--- src/rtl/seq_divider_pkg.sv ---
// Shared constants and FSM state encoding for the sequential signed divider.
// Contents: default operand width, iteration counter width, divider FSM states.
package seq_divider_pkg;

    localparam int unsigned DIV_WIDTH = 32;
    localparam int unsigned DIV_CNT_W = 6;

    typedef enum logic [1:0] {
        ST_IDLE = 2'd0,
        ST_RUN  = 2'd1,
        ST_FIX  = 2'd2,
        ST_DONE = 2'd3
    } div_state_t;

endpackage

--- src/rtl/seq_divider_if.sv ---
// Request/response bundle between the ALU multdiv slot and the divider.
// master: ctrl_div, data_operandA, data_operandB out; result, remainder, exception, RDY in.
// slave : the mirror image, used by the divider itself.
interface seq_divider_if
    import seq_divider_pkg::*;
#(
    parameter int unsigned WIDTH = DIV_WIDTH
);

    logic             ctrl_div;
    logic [WIDTH-1:0] data_operandA;
    logic [WIDTH-1:0] data_operandB;
    logic [WIDTH-1:0] data_result;
    logic [WIDTH-1:0] data_remainder;
    logic             data_exception;
    logic             data_resultRDY;

    modport master (
        output ctrl_div,
        output data_operandA,
        output data_operandB,
        input  data_result,
        input  data_remainder,
        input  data_exception,
        input  data_resultRDY
    );

    modport slave (
        input  ctrl_div,
        input  data_operandA,
        input  data_operandB,
        output data_result,
        output data_remainder,
        output data_exception,
        output data_resultRDY
    );

endinterface

--- src/rtl/seq_divider_div_step.sv ---
// One restoring-division iteration (combinational).
// Ports: i_rem      partial remainder before the shift (WIDTH+1 bits)
//        i_bit      next dividend bit shifted into the remainder
//        i_divisor  divisor magnitude
//        o_rem      partial remainder after trial subtract / restore
//        o_qbit     quotient bit produced by this iteration
module div_step
    import seq_divider_pkg::*;
#(
    parameter int unsigned WIDTH = DIV_WIDTH
) (
    input  logic [WIDTH:0]   i_rem,
    input  logic             i_bit,
    input  logic [WIDTH-1:0] i_divisor,
    output logic [WIDTH:0]   o_rem,
    output logic             o_qbit
);

    logic [WIDTH:0]   w_shift;
    logic [WIDTH+1:0] w_sum;

    assign w_shift = {i_rem[WIDTH-1:0], i_bit};

    // Trial subtract as add of the inverted divisor with carry-in 1; carry out = no borrow.
    assign w_sum = {1'b0, w_shift} + {1'b0, ~{1'b0, i_divisor}} + (WIDTH+2)'(1);

    // A set bit shifted out of i_rem means the shifted value already exceeds any divisor.
    assign o_qbit = i_rem[WIDTH] | w_sum[WIDTH+1];
    assign o_rem  = o_qbit ? w_sum[WIDTH:0] : w_shift;

endmodule

--- src/rtl/seq_divider.sv ---
// Multi-cycle signed restoring divider: one quotient bit per clock.
// Ports: clock   rising-edge clock
//        resetn  asynchronous active-low reset
//        bus     seq_divider_if.slave: ctrl_div start pulse, operands in;
//                quotient, remainder, exception and one-cycle RDY pulse out.
module seq_divider
    import seq_divider_pkg::*;
#(
    parameter int unsigned WIDTH = DIV_WIDTH,
    parameter int unsigned CNT_W = DIV_CNT_W
) (
    input  logic         clock,
    input  logic         resetn,
    seq_divider_if.slave bus
);

    localparam logic [WIDTH-1:0] MIN_NEG = {1'b1, {(WIDTH-1){1'b0}}};

    div_state_t r_state;
    div_state_t w_next;

    logic [CNT_W-1:0] r_cnt;
    logic [WIDTH:0]   r_rem;
    logic [WIDTH-1:0] r_quo;
    logic [WIDTH-1:0] r_divisor;
    logic             r_sign_q;
    logic             r_sign_r;
    logic             r_ovf;
    logic [WIDTH-1:0] r_result;
    logic [WIDTH-1:0] r_remainder;
    logic             r_exc;
    logic             r_rdy;

    logic             w_load;
    logic             w_zero;
    logic             w_step;
    logic             w_fix;
    logic             w_last;
    logic             w_b_zero;
    logic             w_ovf;
    logic [WIDTH-1:0] w_a_abs;
    logic [WIDTH-1:0] w_b_abs;
    logic [WIDTH:0]   w_step_rem;
    logic             w_qbit;

    // Magnitudes as unsigned values so -2^(WIDTH-1) maps to 2^(WIDTH-1).
    assign w_a_abs  = bus.data_operandA[WIDTH-1] ? (~bus.data_operandA + WIDTH'(1)) : bus.data_operandA;
    assign w_b_abs  = bus.data_operandB[WIDTH-1] ? (~bus.data_operandB + WIDTH'(1)) : bus.data_operandB;
    assign w_b_zero = (bus.data_operandB == '0);
    assign w_ovf    = (bus.data_operandA == MIN_NEG) && (bus.data_operandB == '1);
    assign w_last   = (r_cnt == CNT_W'(WIDTH - 1));

    div_step #(.WIDTH(WIDTH)) u_step (
        .i_rem     (r_rem),
        .i_bit     (r_quo[WIDTH-1]),
        .i_divisor (r_divisor),
        .o_rem     (w_step_rem),
        .o_qbit    (w_qbit)
    );

    // State register
    always_ff @(posedge clock or negedge resetn) begin
        if (!resetn) begin
            r_state <= ST_IDLE;
        end else begin
            r_state <= w_next;
        end
    end

    // Next-state and datapath control decode
    always_comb begin
        w_next = r_state;
        w_load = 1'b0;
        w_zero = 1'b0;
        w_step = 1'b0;
        w_fix  = 1'b0;
        case (r_state)
            ST_IDLE, ST_DONE: begin
                w_next = ST_IDLE;
                if (bus.ctrl_div) begin
                    if (w_b_zero) begin
                        w_zero = 1'b1;
                        w_next = ST_DONE;
                    end else begin
                        w_load = 1'b1;
                        w_next = ST_RUN;
                    end
                end
            end
            ST_RUN: begin
                w_step = 1'b1;
                if (w_last) begin
                    w_next = ST_FIX;
                end
            end
            ST_FIX: begin
                w_fix  = 1'b1;
                w_next = ST_DONE;
            end
            default: w_next = ST_IDLE;
        endcase
    end

    // Operand capture and iteration registers
    always_ff @(posedge clock or negedge resetn) begin
        if (!resetn) begin
            r_cnt     <= '0;
            r_rem     <= '0;
            r_quo     <= '0;
            r_divisor <= '0;
            r_sign_q  <= 1'b0;
            r_sign_r  <= 1'b0;
            r_ovf     <= 1'b0;
        end else if (w_load) begin
            r_cnt     <= '0;
            r_rem     <= '0;
            r_quo     <= w_a_abs;
            r_divisor <= w_b_abs;
            r_sign_q  <= bus.data_operandA[WIDTH-1] ^ bus.data_operandB[WIDTH-1];
            r_sign_r  <= bus.data_operandA[WIDTH-1];
            r_ovf     <= w_ovf;
        end else if (w_step) begin
            r_cnt     <= r_cnt + CNT_W'(1);
            r_rem     <= w_step_rem;
            r_quo     <= {r_quo[WIDTH-2:0], w_qbit};
        end
    end

    // Output registers: written only on sign fix-up or divide-by-zero
    always_ff @(posedge clock or negedge resetn) begin
        if (!resetn) begin
            r_result    <= '0;
            r_remainder <= '0;
            r_exc       <= 1'b0;
            r_rdy       <= 1'b0;
        end else begin
            r_rdy <= (w_next == ST_DONE);
            if (w_zero) begin
                r_result    <= '0;
                r_remainder <= '0;
                r_exc       <= 1'b1;
            end else if (w_fix) begin
                // Overflow case wraps naturally: magnitude 2^(WIDTH-1), positive sign.
                r_result    <= r_sign_q ? (~r_quo + WIDTH'(1)) : r_quo;
                r_remainder <= r_sign_r ? (~r_rem[WIDTH-1:0] + WIDTH'(1)) : r_rem[WIDTH-1:0];
                r_exc       <= r_ovf;
            end
        end
    end

    assign bus.data_result    = r_result;
    assign bus.data_remainder = r_remainder;
    assign bus.data_exception = r_exc;
    assign bus.data_resultRDY = r_rdy;

endmodule
--- src/flat_wrapper.sv ---
// flat-port wrapper written by rule: the top's interface ports become plain ports
module seq_divider_flat import seq_divider_pkg::*;
#(
    parameter int unsigned WIDTH = DIV_WIDTH,
    parameter int unsigned CNT_W = DIV_CNT_W
)
  (clock, resetn, bus_ctrl_div, bus_data_operandA, bus_data_operandB, bus_data_result, bus_data_remainder, bus_data_exception, bus_data_resultRDY);
  seq_divider_if #(.WIDTH(WIDTH)) bus_i ();
  input  logic clock;
  input  logic resetn;
  input wire logic [$bits(bus_i.ctrl_div)-1:0] bus_ctrl_div;
  input wire logic [$bits(bus_i.data_operandA)-1:0] bus_data_operandA;
  input wire logic [$bits(bus_i.data_operandB)-1:0] bus_data_operandB;
  output wire logic [$bits(bus_i.data_result)-1:0] bus_data_result;
  output wire logic [$bits(bus_i.data_remainder)-1:0] bus_data_remainder;
  output wire logic [$bits(bus_i.data_exception)-1:0] bus_data_exception;
  output wire logic [$bits(bus_i.data_resultRDY)-1:0] bus_data_resultRDY;
  assign bus_i.ctrl_div = bus_ctrl_div;
  assign bus_i.data_operandA = bus_data_operandA;
  assign bus_i.data_operandB = bus_data_operandB;
  assign bus_data_result = bus_i.data_result;
  assign bus_data_remainder = bus_i.data_remainder;
  assign bus_data_exception = bus_i.data_exception;
  assign bus_data_resultRDY = bus_i.data_resultRDY;
  seq_divider #(.WIDTH(WIDTH), .CNT_W(CNT_W)) u_core (.clock(clock), .resetn(resetn), .bus(bus_i));
endmodule
--- config.mk ---
export PLATFORM = sky130hd
export DESIGN_NAME = seq_divider_flat
export DESIGN_NICKNAME = d
export VERILOG_FILES = /design/src/rtl/seq_divider_pkg.sv /design/src/rtl/seq_divider_if.sv /design/src/rtl/seq_divider_div_step.sv /design/src/rtl/seq_divider.sv /design/src/flat_wrapper.sv
export SDC_FILE = /design/constraint.sdc
export NUM_CORES = 1
export LEC_CHECK = 0
export CAP_MARGIN = 20
export CORE_MARGIN = 2
export CORE_UTILIZATION = 46
export DETAILED_ROUTE_END_ITERATION = 10
export PLACE_DENSITY = 0.72
export SLEW_MARGIN = 20
export SYNTH_ARGS = -nofsm -noshare
export SYNTH_HDL_FRONTEND = slang
export SYNTH_SLANG_ARGS = --single-unit
--- constraint.sdc ---
create_clock -name clock -period 6.9 [get_ports clock]
set_input_delay 0.69 -clock clock [delete_from_list [all_inputs] [get_ports clock]]
set_output_delay 0.69 -clock clock [all_outputs]
set_load 0.1 [all_outputs]
# Word-level counts from Yosys, hierarchy flattened
# Cells that the tools add are included.
# W data, S select, Z words.
word_totals:
  wordCells: 68
  out_inout_bits: 66
  register_bits: 174
classes:
  bitwise: 7
  addsub: 7
  n_reduce_logical: 6
  eq_ne: 7
  mux: 29
ops:
  columns: ["operator", "count"]
  rows:
  - ["$mux W32", 10]
  - ["$add A32 B1 Y32 const B", 4]
  - ["$not A32 Y32", 4]
  - ["$mux W33", 3]
  - ["$eq A32 B32 Y1 const B", 2]
  - ["$add A33 B33 Y34", 1]
  - ["$add A34 B1 Y34 const B", 1]
  - ["$not A32 Y33", 1]
  - ["$logic_not A32 Y1", 1]
  - ["$mux W6", 2]
  - ["$mux W1", 10]
  - ["$add A6 B1 Y6 const B", 1]
  - ["$eq A2 B2 Y1 const B", 3]
  - ["$eq A6 B5 Y1 const B", 1]
  - ["$mux W2", 3]
  - ["$pmux W2 S3", 1]
  - ["$reduce_bool A2 Y1", 2]
  - ["$eq A2 B1 Y1 const B", 1]
  - ["$logic_not A2 Y1", 1]
  - ["$reduce_or A2 Y1", 1]
  - ["$logic_and A1 B1 Y1", 1]
  - ["$or A1 B1 Y1", 1]
  - ["$xor A1 B1 Y1", 1]

# Longest topological paths before layout
# Gate-level depths: netlist of the first run.
logic_depth:
  depth_word: 7
  ltp_mapped: 13
  ltp_nobuf: 12

# Cells and area by module
# Synthesis of the first run repeated with hierarchy kept, for this count alone.
unflattened:
  hier_cells: 1433
  hier_area_um2: 12642.1
by_module_without_submodules:
  columns: ["module", "n_inst", "cells_each", "area_each_um2"]
  rows:
  - ["seq_divider", 1, 1097, 10181.0]
  - ["div_step", 1, 336, 2461.1]

# Worst setup path after synthesis of the first run
# OpenSTA, ideal clock, no wires.
synth_timing:
  path_kind: "input to register"
  startpoint: "in bus_data_operandB[4]"
  endpoint: "reg u_core.r_quo[19]"
  path_stages: 11
  setup_time_ns: 0.136
  t_arrival_ns: 2.787
  required_time_ns: 6.764
  setup_slack_ns: 3.978
  cell_sequence: "or4_4 nor4_2 nand4_1 or4_1 buf_2 nor2b_1 buf_6 buf_6 buf_2 nand2_1 o21ai_0"
synth_via:
  elab_chain_cells: 5
  elab_cells_between_ends: 6
  classes_between: "4 x mux; 2 x reduce/logical"
synth_rtl:
  columns: ["item", "line", "text"]
  rows:
  - ["start: declaration", "flat_wrapper.sv:13", "input wire logic [$bits(bus_i.data_operandB)-1:0] bus_data_operandB;"]
  - ["$logic_not A32 Y1 *", "seq_divider.sv:49", "assign w_b_zero = (bus.data_operandB == '0);"]
  - ["$mux W1 *", "seq_divider.sv:81", "if (w_b_zero) begin"]
  - ["$mux W1 *", "seq_divider.sv:80", "if (bus.ctrl_div) begin"]
  - ["$mux W1 *", "seq_divider.sv:77", "case (r_state)"]
  - ["$mux W32 / $reduce_bool A2 Y1 (equally long branches)", null, null]
  - ["end signal: assignment", "seq_divider.sv:117", "r_quo <= w_a_abs;"]
  - ["end signal: assignment", "seq_divider.sv:125", "r_quo <= {r_quo[WIDTH-2:0], w_qbit};"]
  - ["end: declaration", "seq_divider.sv:24", "logic [WIDTH-1:0] r_quo;"]
# Mark *: on every way between the ends. The rest lies on a longest branch, timed or not.
# A chain may end at the register's enable or synchronous reset.

# Worst setup path after layout of the first run
layout_timing:
  startpoint: "reg u_core.r_rem[14]"
  endpoint: "reg u_core.r_rem[22]"
layout_via:
  elab_chain_cells: 6
layout_rtl:
  columns: ["item", "line", "text"]
  rows:
  - ["start: declaration", "seq_divider.sv:23", "logic [WIDTH:0] r_rem;"]
  - ["start signal: assignment", "seq_divider.sv:124", "r_rem <= w_step_rem;"]
  - ["$add A33 B33 Y34 *", "seq_divider_div_step.sv:25", "assign w_sum = {1'b0, w_shift} + {1'b0, ~{1'b0, i_divisor}} + (WIDTH+2)'(1);"]
  - ["$add A34 B1 Y34 *", "seq_divider_div_step.sv:25", null]
  - ["$or A1 B1 Y1", "seq_divider_div_step.sv:28", "assign o_qbit = i_rem[WIDTH] | w_sum[WIDTH+1];"]
  - ["$mux W33 *", "seq_divider_div_step.sv:29", "assign o_rem = o_qbit ? w_sum[WIDTH:0] : w_shift;"]
  - ["$mux W33 *", "seq_divider.sv:122", "end else if (w_step) begin"]
  - ["$mux W33 *", "seq_divider.sv:114", "end else if (w_load) begin"]
# Mark *: on every way between the ends. The rest lies on a longest branch, timed or not. The select of a mux whose other input is x is not followed.

==> results.txt, run 1 <==
----------------------------------------------------
[Status]
  Status ... completed

[STA]
  Final Hold Slack ... 0.332 ns
  Clock skew after layout ... between 0.01 and 0.015 ns
  Slew at the pin closest to its max-slew limit ... approximately 1 ns
  Maximum clock frequency ... around 270 MHz
  Setup TNS Final ... 0 ns
  Max-slew violation count ... 0
  Shortest period the worst path allows ... roughly 3.8 ns
  Fin. Hold Viols ... 0
  RSZ-0062 raised after global routing ... false
  Setup Viol. Count Final ... 0
  Period utilisation layout ... 54.5%
  Headroom to the max-slew limit ... between 30% and 40%

[Yosys]
  Dominant synthesized flop cell ... dfrtp_1
  Post-synth design cell area ... around 12000 um2
  Net count after synthesis ... 1464
  Biggest area contributors in the synthesized netlist ... dfrtp_1, xor2_1, o21ai_0
  Count of mapped cells out of synthesis ... ~1400
  Fraction of synthesized cell area taken by the top area cell type ... a little under two fifths
  Proportion of synthesized flip-flops having asynchronous set or reset ... 100%
  Post-synth EDFFs ... 0
  Proportion of synthesized chip area in sequential cells ... 36.7%
  Cell taking the most area after synthesis ... dfrtp_1
  Syn_area_per_cell ... roughly 8.7 um2
  Count of unique library cells instantiated by Yosys ... slightly below 70
  Synthesis-stage register bit count ... roughly 170
  Number of warnings reported in the yosys synthesis log ... 0

[Global route]
  Number of antenna violations at the first check in global routing ... 0
  GRT Overall Usage ... a little under a quarter
  Via count of the first global-routing pass ... roughly 9400
  Leftover overflow at the end of global routing ... 0
  Pin count of the biggest net entering global routing ... 116
  First-pass GRT wire length ... between 40000 and 50000 um

[Critical path]
  Highest fanout seen on the critical path ... 9
  Worst Setup Start Kind ... register
  Critical Path End Type ... register
  Crit path kind ... register to register
  Data arrival time of the critical path ... 4.13 ns
  Worst EP required ... 7.27 ns

[Die]
  Initial Util ... a little under half
  Cell Rows ... a little under 60
  Io pins ... 133
  Die Footprint ... 27100 um2
  Height of the die ... about 160 um
  Width of the chip ... 165 um
  Core area ... ~25000 um2

[Clocking]
  Clock tree from TritonCTS ... done
  Buffers inserted during post-CTS setup optimization ... 0
  Worst-path clk slew ... ~0.07 ns
  Root cell of the clock tree ... clkbuf_16
  Number of H-tree branching levels ... 4
  CTS Sinks ... approximately 170
  Clock Latency Late Sink ... 0.44 ns
  Number of cells upsized or downsized after cts ... 0
  Number of buffers on the longest clock path ... 2
  # hold bufs at CTS ... 0
  TritonCTS buffer count ... 17

[Final layout]
  Number of nets in the finished design ... between 1500 and 2000
  Footprint of the multi-input gates ... 6990 um2
  Reg area ... around 4400 um2
  Fillers ... approximately 2300
  Fraction of final layout cells with drive strength greater than 1 ... 5.59%
  Utilization of the core after routing ... between 50% and 60%
  Synthesis-to-layout area growth ... 17.4%

[Detailed routing]
  Routed length per instance ... 17.2 um
  Post-route ant nets ... 0
  Final WL ... ~31000 um
  Count of vias placed by the detailed router ... approximately 10000
  First DRT Iteration DRCs ... roughly 720
  Per-cell via count in the routed design ... 5.80
  Final routed DRC violation total ... 0
  Number of optimization iterations in the first detailed-route pass ... 5

[Pwr]
  VDD IR-drop max ... 161 uV
  Leak pwr ... between 5 and 6 nW
  Total power per unit cell area ... approximately 340 nW/um2

[Placed design]
  Final estimated routing congestion in global placement ... 0.926
  Port buffer count ... 132
  Half-perimeter wire length after placement ... ~22000 um

[Run]
  MaxCap Viol Count ... 0

[Worst hold path]
  Type of the worst min-delay path ... input port to asynchronous set/reset pin

----------------------------------------------------
-- worst max-delay path: stages, from the launching register on --
cell and delay [ns]:
dfrtp_1 0.51, ha_1 0.50, o21ai_0 0.14, a221oi_1 0.53, a311oi_1 0.22, a311oi_2 0.42
o21a_1 0.35, nor2_1 0.22, buf_4 0.23, or3b_1 0.39, a31oi_1 0.17
-- logic make-up (layout without fill, tap and decap cells) --
group / Yosys count / count (layout) / synth area share, %
DFF: 174 / 174 / 36.7
buffers and inverters: 134 / 227 / 4.71
xor gates and xnor gates: 142 / 142 / 10.5
muxes: 51 / 51 / 4.33
AOI/OAI and AO/OA: 402 / 402 / 22.6
adders and majority gates: 41 / 41 / 4.39
and+or+nand+nor: 412 / 412 / 16.7
other: 0 / 1 / 0
-- registers in the layout, summed over array words and instances (netlist names) --
register	cells
u_core.bus.data_result	32
u_core.r_state	2
u_core.r_divisor	32
u_core.r_sign_q	1
u_core.r_rem	33
u_core.r_cnt	6
u_core.bus.data_exception	1
u_core.bus.data_resultRDY	1
u_core.bus.data_remainder	32
u_core.r_quo	32
u_core.r_ovf	1
u_core.r_sign_r	1
-- area by class of cell --
cell class,instances,area share [%]
Antenna cell,1,0.0180
Clock buffer,17,3.06
Clock inverter,15,1.05
Inverter,55,1.48
Multi-Input combinational cell,1048,50.2
Sequential cell,174,31.3
Tap cell,330,2.97
Timing Repair Buffer,140,9.96
-- per-stage QoR --
stage               total power [W]  setup WS (ns)  std cells  cell area, um2
finish                      0.00470           3.14       1780           13900
global route                0.00504           2.99       1779           13900
CTS                         0.00468           3.19       1779           13900
detailed placement          0.00372           2.74       1747           13300
global placement            0.00368           2.82       1747           13300
floorplan                   0.00315           3.98       1356           11900
-- path summary, 6_finish.rpt --
path,start,endpoint,slack [ns],cells past startpoint
hold / removal,resetn,u_core.r_divisor[12],0.33,1
setup reg to reg,u_core.r_rem[14],u_core.r_rem[22],3.14,10
min in group clock,u_core.r_divisor[14],u_core.r_divisor[14],0.49,2
hold reg to reg,u_core.r_divisor[14],u_core.r_divisor[14],0.49,2
max in group asynchronous,resetn,u_core.bus.data_result[22],5.15,2
setup / recovery,u_core.r_rem[14],u_core.r_rem[22],3.14,10
-- cell usage in the layout, fill, tap and decap left out, types with 18 or more instances in the layout --
master	count
dfrtp_1	174
nand2_1	146
clkdlybuf4s50_1	131
o21ai_0	114
nor2_1	114
xor2_1	84
a211oi_1	75
xnor2_1	58
inv_1	55
a21oi_1	50
mux2i_1	49
ha_1	38
o31ai_1	35
a31oi_1	22
o41ai_1	20
or3_1	18
nor3_1	18
o21ai_1	18
-- per-layer routing --
| layer | wire length [um] | up-vias | part of all wire (%) | GRT usage, % |
|---|---|---|---|---|
| met3 | 2010 | 29 | 6.6 | 3.59 |
| met5 | 0 | - | 0 | 0 |
| met4 | 381 | 0 | 1.2 | 5.73 |
| met1 | 15200 | 4904 | 50 | 35.4 |
| li1 | - | 5074 | - | - |
| met2 | 12900 | 320 | 42 | 32.9 |
-- cell usage after synthesis, types with 14 or more instances --
cell / number
a211oi_1: 75
a21o_1: 17
a21oi_1: 50
a31oi_1: 22
buf_2: 17
clkbuf_1: 51
dfrtp_1: 174
ha_1: 40
inv_1: 55
mux2i_1: 49
nand2_1: 146
nand3_1: 14
nand4_1: 14
nor2_1: 114
nor3_1: 18
nor4_1: 14
o21ai_0: 114
o21ai_1: 18
o31ai_1: 35
o41ai_1: 20
or3_1: 18
or4_1: 16
xnor2_1: 58
xor2_1: 84
-- where the power goes --
group	internal, W	switching [W]	total [W]
sequential	0.00119	0.000324	0.00152
combinational	0.000944	0.00130	0.00224
clock	0.000479	0.000463	0.000942
total	0.00262	0.00209	0.00470
Note: power is estimated with default switching activity, not from simulation.
==> run 2, diff against run 1 <==
Settings changed: PLACE_DENSITY 0.72 to 0.75.
Clock period 6.9 ns to 3.1 ns, I/O delays scaled along.
==> results.txt, run 2 (same netlist as run 1, synthesis figures left out) <==
----------------------------------------------------
[Die]
  Cell Rows ... 58 (unchanged)
  Height of the die ... 165 um (unchanged)
  Io pins ... 133 (unchanged)
  Die Footprint ... 27100 um2 (unchanged)
  Width of the chip ... 165 um (unchanged)
  Initial Util ... 46.9% (unchanged)
  Core area ... 25300 um2 (unchanged)

[Final layout]
  Reg area ... 4350 um2 (unchanged)
  Footprint of the multi-input gates ... 7110 um2 (+1.7%)
  Finished Cell Area ... 15000 um2 (+7.5%)
  Flip-flop count of the largest register, all copies and words added ... 33 (unchanged)
  Diode insertion count for antenna repair ... 0 (-1)
  Fillers ... 2216 (-4.2%)
  Synthesis-to-layout area growth ... 26.3%
  Most common cell after layout, fill and taps aside ... dfrtp_1
  Fraction of final layout cells with drive strength greater than 1 ... 13.0% (+7.4 points)
  Commonest cells after routing, fill and taps aside ... dfrtp_1, nand2_1, clkdlybuf4s50_1
  Largest Register ... u_core.r_rem
  Number of nets in the finished design ... 1651 (+6.9%)
  Utilization of the core after routing ... 59.3% (+4.1 points)
  Number of standard cells in the layout, taps in and fillers out ... 1886 (+6.0%)

[Clocking]
  Worst-path clk slew ... 0.08 ns (about the same)
  Number of H-tree branching levels ... 4 (unchanged)
  CTS Sinks ... 174 (unchanged)
  Root cell of the clock tree ... clkbuf_16
  Clock tree from TritonCTS ... done
  TritonCTS buffer count ... 17 (unchanged)
  Clock Latency Late Sink ... 0.44 ns (about the same)
  Number of buffers on the longest clock path ... 2 (unchanged)

[Pwr]
  Leak pwr ... 6.24 nW (+10%)
  Overall Power ... 0.0114 W (+140%)
  VDD IR-drop max ... 429 uV (+170%)
  Total power per unit cell area ... 764 nW/um2 (+130%)

[STA]
  Period utilisation layout ... 97.3% (+43 points)
  Max-slew violation count ... 0 (unchanged)
  Slew at the pin closest to its max-slew limit ... 1.05 ns (+0.0427 ns)
  Shortest period the worst path allows ... 3.02 ns (-0.740 ns)
  RSZ-0062 raised after global routing ... false
  Setup Viol. Count Final ... 0 (unchanged)
  Clock skew after layout ... 0.00930 ns (-0.00208 ns)
  Smallest setup slack after layout ... 0.0831 ns (-3.06 ns)
  Maximum clock frequency ... 331 MHz (+25%)
  Headroom to the max-slew limit ... 30.3% (-2.3 points)
  Fin. Hold Viols ... 0 (unchanged)

[Critical path]
  Critical register-to-register path endpoint ... u_core.r_rem[9]
  Worst EP required ... 3.46 ns (-3.81 ns)
  Launching element of the worst setup path ... u_core.r_rem[7]
  End point of the critical path ... u_core.r_rem[9]
  Cells traversed along the worst timing path ... ha_4 > and2_1 > nand4_1 > a211o_1 > a311oi_4 > o21a_1 > nor2_4 > clkbuf_16 > or3b_1 > a31oi_1
  Worst Setup Start Kind ... register
  Worst path max stage delay ... 0.44 ns (-0.09 ns)
  Highest fanout seen on the critical path ... 7 (-2)
  Critical Path End Type ... register
  Crit Reg-Reg Startpoint ... u_core.r_rem[7]
  Data arrival time of the critical path ... 3.38 ns (-0.75 ns)
  Crit path kind ... register to register
  Slowest CP cell ... a311oi_4
  Worst Reg-to-Reg Cells ... 10 (unchanged)
  Worst reg-to-reg setup slack ... 0.08 ns (-3.06 ns)

[Detailed routing]
  Post-route ant nets ... 0 (unchanged)
  Per-cell via count in the routed design ... 5.74 (-1.1%)
  Number of optimization iterations in the first detailed-route pass ... 5 (unchanged)
  Final routed DRC violation total ... 0 (unchanged)
  First DRT Iteration DRCs ... 803 (+12%)
  Count of vias placed by the detailed router ... 10824 (+4.8%)
  Final WL ... 32300 um (+5.6%)
  Routed length per instance ... 17.1 um (-0.35%)

[Placed design]
  Port buffer count ... 132 (unchanged)
  Half-perimeter wire length after placement ... 24100 um (+8.3%)
  Pre-CTS setup slack ... -0.0687 ns (-2.81 ns)
  Placed cell count ... 1847 (+5.7%)
  Area after DPL ... 14200 um2 (+6.5%)
  Final estimated routing congestion in global placement ... 0.933 (+0.71%)

[Global route]
  Via count of the first global-routing pass ... 10193 (+8.4%)
  GRT Overall Usage ... 24.0% (+1.2 points)
  Pin count of the biggest net entering global routing ... 106 (-8.6%)
  Number of antenna violations at the first check in global routing ... 0 (unchanged)
  First-pass GRT wire length ... 52100 um (+6.0%)
  Leftover overflow at the end of global routing ... 0 (unchanged)

[Status]
  Status ... completed

[Run]
  MaxCap Viol Count ... 0 (unchanged)

[Worst hold path]
  Type of the worst min-delay path ... input port to asynchronous set/reset pin

----------------------------------------------------
==> run 2: stage by stage <==
stage	hold WS [ns]	TNS, ns
final	0.345	0
after global routing	0.386	0
after CTS	0.345	0
after detailed placement	0.249	-2.45
after global placement	0.250	-0.390
after floorplan	0.0144	0
==> run 2: critical path: cells and delay by family (launching register included) <==
family / cells / cell delay, ns
buf+inv: 1 / 0.18
compound gates: 4 / 1.24
flops: 1 / 0.43
simple gates: 4 / 0.77
fa+ha+maj: 1 / 0.32
==> run 2: how the worst min path moves through the flow <==
stage | from | end | slack [ns] | cells after the start
after floorplan | resetn | u_core.bus.data_exception | 0.01 | 0
after global placement | resetn | u_core.r_divisor[10] | 0.25 | 1
after detailed placement | resetn | u_core.r_divisor[10] | 0.25 | 1
after CTS | resetn | u_core.r_divisor[10] | 0.34 | 2
after global routing | resetn | u_core.r_divisor[10] | 0.39 | 2
final | resetn | u_core.r_divisor[12] | 0.35 | 2
==> run 2: where the power goes <==
| group | internal, W | total [W] | switching [W] | leakage (nW) |
|---|---|---|---|---|
| Sequential | 0.00266 | 0.00317 | 0.000510 | 1.94 |
| Clock | 0.00110 | 0.00213 | 0.00104 | 0.281 |
| Combinational | 0.00272 | 0.00614 | 0.00342 | 4.02 |
==> run 2: what timing repair did <==
item,CTS,global route
endpoints found under the hold margin,37,0
hold buffers,1,0
setup endpoints to repair,0,27
setup buffers,0,5
resized for setup,0,21
==> run 2: layer usage <==
metal,track usage [%],up-vias,wire length [um]
met4,6.36,0,500
met2,35.5,322,13900
met1,36.9,5171,15900
li1,-,5294,-
met3,3.11,37,1960
met5,0,-,0
==> run 2: area by class of cell <==
type                    count  share of cell area (%)
inverters                  55                    1.38
flip-flops and latches    174                    29.1
clock buffers              18                    2.93
clock inverters            14                   0.936
multi-input cells        1048                    47.5
well taps                 330                    2.76
repair buffers            247                    15.4
==> run 3, diff against run 2 <==
Settings changed: MAX_ROUTING_LAYER set to met4.
==> results.txt, run 3 (same netlist as run 1, synthesis figures left out) <==
----------------------------------------------------
[Placed design]
  Pre-CTS setup slack ... -0.166 ns (-0.0971 ns)
  Port buffer count ... 132 (unchanged)
  Half-perimeter wire length after placement ... 24500 um (+1.3%)
  Final estimated routing congestion in global placement ... 0.971 (+4.1%)

[Die]
  Io pins ... 133 (unchanged)
  Die Footprint ... 27100 um2 (unchanged)
  Cell Rows ... 58 (unchanged)
  Width of the chip ... 165 um (unchanged)
  Initial Util ... 46.9% (unchanged)
  Height of the die ... 165 um (unchanged)
  Core area ... 25300 um2 (unchanged)

[Global route]
  First-pass GRT wire length ... 51700 um (-0.78%)
  Number of antenna violations at the first check in global routing ... 0 (unchanged)
  Leftover overflow at the end of global routing ... 0 (unchanged)
  Pin count of the biggest net entering global routing ... 75 (-29%)
  Global-route layer with the greatest usage ... met1
  Met1 GRT Util ... 36.8% (-0.14 points)
  Via count of the first global-routing pass ... 9975 (-2.1%)
  Met2 usage ... 35.5% (+0.057 points)
  Met3 track utilization from global routing ... 4.02% (+0.90 points)
  GRT Overall Usage ... 24.7% (+0.71 points)

[STA]
  Slew at the pin closest to its max-slew limit ... 1.03 ns (-0.0140 ns)
  Max-slew violation count ... 0 (unchanged)
  Smallest setup slack after layout ... 0.188 ns (+0.105 ns)
  Clock skew after layout ... 0.0104 ns (+0.00115 ns)
  Maximum clock frequency ... 343 MHz (+3.6%)
  Fin. Hold Viols ... 0 (unchanged)
  Shortest period the worst path allows ... 2.91 ns (-0.105 ns)
  Headroom to the max-slew limit ... 31.2% (+0.93 points)
  Period utilisation layout ... 93.9% (-3.4 points)
  Setup Viol. Count Final ... 0 (unchanged)

[Critical path]
  Crit Reg-Reg Startpoint ... u_core.r_quo[31]
  Dominant cell type by count on the critical path ... a21oi_1
  Cells traversed along the worst timing path ... inv_1 > ha_1 > inv_1 > fa_1 > a21oi_1 > nand4b_1 > a21oi_1 > nor4_2 > buf_4 > or3_1 > a31o_2 > mux2i_1 > a21oi_1
  Launching element of the worst setup path ... u_core.r_quo[31]
  Cell type group with the largest total delay on the critical path ... compound AO/OA/AOI/OAI gates
  Highest fanout seen on the critical path ... 3 (-4)
  Worst Setup Start Kind ... register
  Crit path kind ... register to register
  Slowest CP cell ... dfrtp_1
  Data arrival time of the critical path ... 3.24 ns (-0.14 ns)
  Count of buffer and inverter cells on the critical path ... 3 (+2)
  Critical Path End Type ... register
  Worst EP required ... 3.42 ns (-0.04 ns)
  Worst path max stage delay ... 0.39 ns (-0.05 ns)

[Clocking]
  Worst-path clk slew ... 0.08 ns (about the same)
  TritonCTS buffer count ... 17 (unchanged)
  Number of buffers on the longest clock path ... 2 (unchanged)
  Clock Latency Late Sink ... 0.44 ns (about the same)
  CTS Sinks ... 174 (unchanged)
  Clock tree from TritonCTS ... done
  Root cell of the clock tree ... clkbuf_16
  Number of H-tree branching levels ... 4 (unchanged)

[Pwr]
  Power Internal ... 0.00651 W (+0.52%)
  Leak pwr ... 6.27 nW (+0.44%)
  Total power per unit cell area ... 770 nW/um2 (+0.74%)
  Combinational Power Share ... 52.8% (-0.9 points)
  Reported net switching power ... 0.00500 W (+0.72%)
  VDD IR-drop max ... 405 uV (-5.7%)
  Switching power as a share of total power ... 43.5% (+0.049 points)
  Power share of the sequential group ... 27.3% (-0.4 points)
  Clock power frac ... 19.9% (+1.2 points)

[Final layout]
  Largest Register ... u_core.r_rem
  Fillers ... 2191 (-1.1%)
  Fraction of final layout cells with drive strength greater than 1 ... 12.6% (-0.39 points)
  Reg area ... 4350 um2 (unchanged)
  Synthesis-to-layout area growth ... 26.1%
  Flip-flop count of the largest register, all copies and words added ... 33 (unchanged)
  Most common cell after layout, fill and taps aside ... dfrtp_1
  Diode insertion count for antenna repair ... 0 (unchanged)
  Utilization of the core after routing ... 59.2% (-0.079 points)
  Number of nets in the finished design ... 1651 (unchanged)
  Commonest cells after routing, fill and taps aside ... dfrtp_1, nand2_1, clkdlybuf4s50_1
  Footprint of the multi-input gates ... 7030 um2 (-1.0%)

[Detailed routing]
  Number of optimization iterations in the first detailed-route pass ... 5 (unchanged)
  Final routed DRC violation total ... 0 (unchanged)
  Final WL ... 32400 um (+0.36%)
  Post-route ant nets ... 0 (unchanged)
  Routed length per instance ... 17.2 um (+0.36%)
  Per-cell via count in the routed design ... 5.73 (-0.11%)
  First DRT Iteration DRCs ... 893 (+11%)
  Count of vias placed by the detailed router ... 10812 (-0.11%)

[Status]
  Status ... completed

[Run]
  MaxCap Viol Count ... 0 (unchanged)

[Worst hold path]
  Type of the worst min-delay path ... input port to asynchronous set/reset pin

----------------------------------------------------
[run 3: worst register-to-register path, stage by stage (launching register included)]
cell      delay, ns
dfrtp_1        0.39
inv_1          0.12
ha_1           0.20
inv_1          0.06
fa_1           0.39
a21oi_1        0.23
nand4b_1       0.17
a21oi_1        0.13
nor4_2         0.30
buf_4          0.17
or3_1          0.12
a31o_2         0.19
mux2i_1        0.24
a21oi_1        0.09
[run 3: layer usage]
layer,wire length (um),share of wire (%)
met1,15700,49
met2,14000,43
met3,2180,6.7
met4,461,1.4
met5,0,0
[run 3: final cells by class]
class,instances,share of cell area (%)
tap,330,2.76
clock buffer,17,2.85
multi-input combinational,1048,47.1
inverter,55,1.38
timing repair buffer,247,15.4
clock inverter,15,1.44
sequential,174,29.1
[run 3: power by group through the flow]
stage               registers (W)  clock network, W  logic (W)
finish                    0.00314           0.00229    0.00608
global route              0.00319           0.00240    0.00666
CTS                       0.00312           0.00230    0.00590
detailed placement        0.00316                 0    0.00583
global placement          0.00314                 0    0.00571
floorplan                 0.00310                 0    0.00392
[run 3: what timing repair did]
action	CTS	global route
hold endpoints to repair	65	0
resized for setup	0	12
hold buffers	1	0
endpoints found under the setup margin	0	20
buffers inserted	0	1
[run 3: per-stage QoR]
step / hold slack [ns] / instance area, um2 / TNS (ns) / cells / power (W)
global route: 0.488 / 14900 / -0.00973 / 1886 / 0.0122
global placement: 0.346 / 14200 / -0.932 / 1852 / 0.00885
finish: 0.418 / 14900 / 0 / 1886 / 0.0115
detailed placement: 0.362 / 14200 / -6.24 / 1852 / 0.00899
floorplan: 0.0144 / 11900 / 0 / 1356 / 0.00702
CTS: 0.465 / 14900 / 0 / 1885 / 0.0113
[run 3: path summary, 6_finish.rpt]
kind | endpoint | slack, ns | cells after the start
min in group clock | u_core.r_divisor[23] | 0.49 | 2
max | u_core.r_rem[30] | 0.19 | 13
min reg2reg | u_core.r_divisor[23] | 0.49 | 2
min | u_core.r_divisor[10] | 0.42 | 2
max reg2reg | u_core.r_rem[30] | 0.19 | 13
max in group asynchronous | u_core.r_quo[9] | 1.71 | 3
